==> src/rtl/boxhead_export_bank_if.sv <==
// Avalon-MM slave bus bundle for boxhead_export_bank.
// Fixed 32-bit data path, word addressed, read latency 1, no waitrequest.
interface boxhead_export_bank_if #(
  parameter int ADDR_W = 5
);
  logic [ADDR_W-1:0] avs_address;
  logic              avs_write;
  logic [31:0]       avs_writedata;
  logic [3:0]        avs_byteenable;
  logic              avs_read;
  logic [31:0]       avs_readdata;

  modport master (
    output avs_address, avs_write, avs_writedata, avs_byteenable, avs_read,
    input  avs_readdata
  );

  modport slave (
    input  avs_address, avs_write, avs_writedata, avs_byteenable, avs_read,
    output avs_readdata
  );
endinterface

==> src/rtl/boxhead_export_bank.sv <==
// Frame-synchronous double-buffered export bank: shadows commit atomically on a frame_sync rising edge.
// Optional irq output enabled by defining BOXHEAD_EXPORT_IRQ_EN.
module boxhead_export_bank #(
  parameter int NUM_CH = 4,
  parameter int DATA_W = 32,
  parameter int ADDR_W = 5
) (
  input  logic                     clk_clk,
  input  logic                     reset_reset,
  boxhead_export_bank_if.slave     avs,
  input  logic                     frame_sync,
  output logic [NUM_CH*DATA_W-1:0] export_data,
  output logic                     export_update
`ifdef BOXHEAD_EXPORT_IRQ_EN
  ,
  output logic                     irq
`endif
);

  localparam int CTRL_ADDR   = NUM_CH;
  localparam int STATUS_ADDR = NUM_CH + 1;
  localparam int FCNT_ADDR   = NUM_CH + 2;

  typedef enum logic {IDLE = 1'b0, ARMED = 1'b1} state_t;

  state_t            state;
  logic [DATA_W-1:0] shadow    [NUM_CH];
  logic [DATA_W-1:0] shadow_wr [NUM_CH];
  logic              frame_sync_q;
  logic              irq_flag;
  logic [31:0]       frame_cnt;
  logic [31:0]       addr;
  logic [31:0]       be_mask;
  logic [31:0]       rd_mux;
  logic              apply;
  logic              wr_ctrl;
  logic              wr_status;

  always_comb begin
    // NOTE: every output of this block gets a default first, so no path can infer a latch.
    rd_mux    = '0;
    addr      = 32'(avs.avs_address);
    be_mask   = {{8{avs.avs_byteenable[3]}}, {8{avs.avs_byteenable[2]}},
                 {8{avs.avs_byteenable[1]}}, {8{avs.avs_byteenable[0]}}};
    wr_ctrl   = avs.avs_write && (addr == CTRL_ADDR);
    wr_status = avs.avs_write && (addr == STATUS_ADDR);
    apply     = frame_sync && !frame_sync_q && (state == ARMED);
    for (int i = 0; i < NUM_CH; i++) begin
      // Merge enabled byte lanes into the zero-extended shadow, then keep only DATA_W bits.
      shadow_wr[i] = DATA_W'((32'(shadow[i]) & ~be_mask) | (avs.avs_writedata & be_mask));
      if (addr == i) rd_mux = 32'(shadow[i]);
    end
    if (addr == STATUS_ADDR) rd_mux = {30'd0, irq_flag, state == ARMED};
    if (addr == FCNT_ADDR)   rd_mux = frame_cnt;
  end

  always_ff @(posedge clk_clk or posedge reset_reset) begin
    if (reset_reset) begin
      // NOTE: the shadow array is a bank of flops, not RAM, so it is cleared with the rest of the state.
      for (int i = 0; i < NUM_CH; i++) shadow[i] <= '0;
      state            <= IDLE;
      frame_sync_q     <= 1'b0;
      irq_flag         <= 1'b0;
      frame_cnt        <= '0;
      export_data      <= '0;
      export_update    <= 1'b0;
      avs.avs_readdata <= '0;
    end else begin
      // NOTE: non-blocking everywhere, so export_data captures the pre-write shadow on a colliding write.
      frame_sync_q  <= frame_sync;
      export_update <= apply;

      if (apply) begin
        for (int i = 0; i < NUM_CH; i++) export_data[i*DATA_W +: DATA_W] <= shadow[i];
        frame_cnt <= frame_cnt + 32'd1;
      end

      for (int i = 0; i < NUM_CH; i++) begin
        if (avs.avs_write && (addr == i)) shadow[i] <= shadow_wr[i];
      end

      // ABORT beats COMMIT; a COMMIT landing on the apply edge re-arms for the next frame.
      if (wr_ctrl && avs.avs_writedata[1])      state <= IDLE;
      else if (wr_ctrl && avs.avs_writedata[0]) state <= ARMED;
      else if (apply)                           state <= IDLE;

      if (apply)                                   irq_flag <= 1'b1;
      else if (wr_status && avs.avs_writedata[1])  irq_flag <= 1'b0;

      if (avs.avs_read) avs.avs_readdata <= rd_mux;
    end
  end

`ifdef BOXHEAD_EXPORT_IRQ_EN
  assign irq = irq_flag;
`endif

endmodule

==> src/flat_wrapper.sv <==
// flat-port wrapper written by rule: the top's interface ports become plain ports
module boxhead_export_bank_flat 
#(
  parameter int NUM_CH = 4,
  parameter int DATA_W = 32,
  parameter int ADDR_W = 5
)
  (clk_clk, reset_reset, frame_sync, export_data, export_update, avs_avs_address, avs_avs_write, avs_avs_writedata, avs_avs_byteenable, avs_avs_read, avs_avs_readdata);
  boxhead_export_bank_if #(.ADDR_W(ADDR_W)) avs_i ();
  input  logic clk_clk;
  input  logic reset_reset;
  input  logic frame_sync;
  output logic [NUM_CH*DATA_W-1:0] export_data;
  output logic export_update;
  input wire logic [$bits(avs_i.avs_address)-1:0] avs_avs_address;
  input wire logic [$bits(avs_i.avs_write)-1:0] avs_avs_write;
  input wire logic [$bits(avs_i.avs_writedata)-1:0] avs_avs_writedata;
  input wire logic [$bits(avs_i.avs_byteenable)-1:0] avs_avs_byteenable;
  input wire logic [$bits(avs_i.avs_read)-1:0] avs_avs_read;
  output wire logic [$bits(avs_i.avs_readdata)-1:0] avs_avs_readdata;
  assign avs_i.avs_address = avs_avs_address;
  assign avs_i.avs_write = avs_avs_write;
  assign avs_i.avs_writedata = avs_avs_writedata;
  assign avs_i.avs_byteenable = avs_avs_byteenable;
  assign avs_i.avs_read = avs_avs_read;
  assign avs_avs_readdata = avs_i.avs_readdata;
  boxhead_export_bank #(.NUM_CH(NUM_CH), .DATA_W(DATA_W), .ADDR_W(ADDR_W)) u_core (.clk_clk(clk_clk), .reset_reset(reset_reset), .avs(avs_i), .frame_sync(frame_sync), .export_data(export_data), .export_update(export_update));
endmodule
==> config.mk <==
export PLATFORM = sky130hd
export DESIGN_NAME = boxhead_export_bank_flat
export DESIGN_NICKNAME = d
export VERILOG_FILES = /design/src/rtl/boxhead_export_bank_if.sv /design/src/rtl/boxhead_export_bank.sv /design/src/flat_wrapper.sv
export SDC_FILE = /design/constraint.sdc
export NUM_CORES = 1
export LEC_CHECK = 0
export CELL_PAD_IN_SITES_DETAIL_PLACEMENT = 1
export CELL_PAD_IN_SITES_GLOBAL_PLACEMENT = 2
export CORE_MARGIN = 2
export CORE_UTILIZATION = 35
export CTS_CLUSTER_DIAMETER = 100
export DETAILED_ROUTE_END_ITERATION = 7
export PLACE_DENSITY_LB_ADDON = 0.1
export SYNTH_ARGS = -nofsm -noshare
export SYNTH_HDL_FRONTEND = slang
export SYNTH_SLANG_ARGS = --single-unit
==> constraint.sdc <==
create_clock -name clk_clk -period 13.4 [get_ports clk_clk]
set_clock_uncertainty 0.15 [all_clocks]
set_input_delay 3.35 -clock clk_clk [delete_from_list [all_inputs] [get_ports clk_clk]]
set_output_delay 3.35 -clock clk_clk [all_outputs]
set_load 0.02 [all_outputs]
==> results.json <==
{
  "hold_buffers": 0,
  "grt_max_degree": 167,
  "routed_wl_um": 43820,
  "synth_area_mm2": 0.01390,
  "power_density_mw_per_mm2": 162.8,
  "ios": 207,
  "synth_nets": 1358,
  "dpl.hpwl_um": 28080,
  "cellLeakagePower_uw": 0.008252,
  "total_power_uw": 2883,
  "io_buffers": 206,
  "die_h_um": 203.3,
  "worstSetupPathType": "input port to flop",
  "yosys.cell_count.top_type": "nand2_1",
  "grt_usage": 0.2157,
  "grt_pass1_wl_um": 68820,
  "cp_max_fo": 32,
  "cp_slowest_cell": "or3_2",
  "stdcell_area_mm2": 0.01771,
  "dr.max_layer_used": "met5",
  "drc": 0,
  "gp_congestion": 0.7561,
  "ys_seq_elements": 324,
  "postSynthCellCount": 1311,
  "tns_ns": 0,
  "drt_pass1_iterations": 5,
  "area_growth_pct": 27.42,
  "synth_area_leader_cell": "dfrtp_1",
  "clock_sinks": 324,
  "crit_arrival_ns": 6.26,
  "die_w_um": 203.3,
  "grt_pass1_vias": 11269,
  "slew_headroom": 0.1293,
  "ys.flop_type": "dfrtp_1",
  "initialDrtViolationCount": 620,
  "critical_path.cell_chain": "clkdlybuf4s50_1, or3_2, nand2b_4, nor2_2, mux2_2",
  "final_nets": 1537,
  "overflow": 0,
  "min_period_over_period": 0.4465,
  "clockBufferDepth": 3,
  "synthArstFlopShare": 1.000,
  "hold_class": "flop to flop",
  "clkTransAtPathRegs_ns": 0.06,
  "final_hold_viol_count": 0,
  "antenna_found_initial": 5,
  "worstMarginPinSlew_ns": 1.304,
  "numCtsBuffers": 38,
  "dpl-instance-area_mm2": 0.01642,
  "core_area_mm2": 0.03892,
  "clk_latency_ns": 0.55,
  "critical-path-top-delay-family": "simple AND/OR/NAND/NOR gates",
  "outcome": "completed",
  "rows": 72,
  "wl_per_cell_um": 21.49,
  "fin_util": 0.4551,
  "vias": 10475,
  "synth_top_area_frac": 0.5834,
  "synth_edf_count": 0,
  "htree_levels": 2,
  "avgSynthCellArea_um2": 10.60,
  "period_minus_slack_ns": 5.984,
  "ys_warn_count": 0,
  "synth_area_leaders": "dfrtp_1, nand2_1, mux2_2",
  "initial_core_util": 0.3571,
  "start_kind": "input port",
  "cts_root_buf": "clkbuf_16",
  "ys_types": 50,
  "wl_met1_um": 20350,
  "cp.required_ns": 13.67,
  "crit_buf_inv": 1,
  "ctsResizeCount": 0,
  "routed_via_density": 5.137,
  "wl_met2_um": 20570,
  "wl_met3_um": 2183,
  "cts_tree": "done",
  "final_max_slew_viol_count": 0,
  "dieArea_mm2": 0.04132,
  "ant_nets": 0,
  "synth_commonest_cells": "nand2_1, dfrtp_1, mux2_2, clkbuf_1, nor2_1",
  "crit_path_end_kind": "flop",
  "critPathMaxStageDelay_ns": 0.98,
  "ys_seq_area_frac": 0.5834,
  "cts_setup_buffers": 0,
  "max_freq_mhz": 167.1,
  "fillers": 4273,
  "grt_setup_unrepaired": "no",
  "finalSetupViolCount": 0,
  "drv_cap": 0,
  "ir_drop_mv": 0.09362,
  "drive_above_1_share": 0.1501
}
[cells in the final DEF (no fill, tap or decap), types with 4 or more instances in the layout]
master / netlist / final
a22oi_1: 4 / 4
a2bb2oi_1: 30 / 30
a31oi_1: 30 / 30
and3_1: 6 / 6
buf_2: 5 / 4
buf_4: 0 / 11
clkbuf_1: 71 / 9
clkbuf_16: 0 / 41
clkbuf_8: 0 / 12
clkdlybuf4s50_1: 0 / 202
clkinv_2: 0 / 6
dfrtp_1: 324 / 324
inv_1: 7 / 5
mux2_2: 118 / 118
mux2_4: 8 / 8
nand2_1: 431 / 431
nand3_1: 17 / 17
nand3_2: 5 / 5
nand4_1: 9 / 9
nor2_1: 66 / 66
nor2_2: 7 / 7
nor4b_1: 30 / 30
o21ai_0: 6 / 6
o22ai_1: 31 / 31
o2bb2ai_1: 30 / 30
xnor2_1: 28 / 28
[routing by layer]
metal  global-route usage  vias to the layer above
li1                     -                     4844
met2               0.3469                      200
met4              0.05292                        6
met3              0.04362                       56
met5                    0                        -
met1               0.2996                     5369
[stage by stage]
stage	worst slack (ns)	hold WS, ns	instances
floorplan	0.9303	0.2954	1311
global placement	6.972	0.3095	1968
detailed placement	6.919	0.3131	1968
CTS	7.491	0.3273	2037
global route	7.320	0.3508	2037
finish	7.416	0.3205	2039
[area by class of cell]
| type | instances | area [um^2] | area share |
|---|---|---|---|
| diodes | 2 | 5.005 | 0.0002826 |
| clock buffers | 62 | 1225 | 0.06917 |
| clock inverters | 7 | 60.06 | 0.003391 |
| inverters | 7 | 36.28 | 0.002049 |
| multi-input cells | 901 | 5483 | 0.3096 |
| flip-flops and latches | 324 | 8108 | 0.4578 |
| well taps | 518 | 648.1 | 0.03660 |
| repair buffers | 218 | 2145 | 0.1211 |
[logic make-up (layout without fill, tap and decap cells)]
kind of cell,after synthesis,in the layout,synth area share
DFF,324,324,0.5834
and+or+nand+nor,602,602,0.1921
muxes,128,128,0.1059
xor gates and xnor gates,32,32,0.02017
other,0,2,0
AOI/OAI and AO/OA,138,138,0.07337
adders and majority gates,1,1,0.0009001
buffers and inverters,86,294,0.02422
[worst min-delay path: stages, from the launching register on]
cell	delay, ns
dfrtp_1	0.34
nand2_1	0.05
nand2_1	0.05
[power by group]
| group | switching [uW] | total, uW | internal (uW) | leakage (uW) |
|---|---|---|---|---|
| logic | 310 | 583 | 273 | 0.00327 |
| registers | 113 | 1240 | 1130 | 0.00434 |
| clock network | 413 | 1060 | 642 | 0.000640 |
| total | 836 | 2880 | 2050 | 0.00825 |
[final timing paths]
path,slack [ns],cells after the start,from,endpoint
min in group asynchronous,3.13,2,reset_reset,u_core.export_data[38]$_DFFE_PP0P_
worst max-delay path,7.42,5,avs_avs_address[0],flop
worst min register to register,0.32,2,u_core.export_data[126]$_DFFE_PP0P_,u_core.export_data[126]$_DFFE_PP0P_
max in group asynchronous,8.48,3,reset_reset,u_core.export_data[84]$_DFFE_PP0P_
worst max register to register,10.69,6,u_core.state$_DFFE_PP0P_,u_core.frame_cnt[5]$_DFFE_PP0P_
worst min-delay path,0.32,2,u_core.export_data[126]$_DFFE_PP0P_,u_core.export_data[126]$_DFFE_PP0P_
Note: power is estimated with default switching activity, not from simulation.
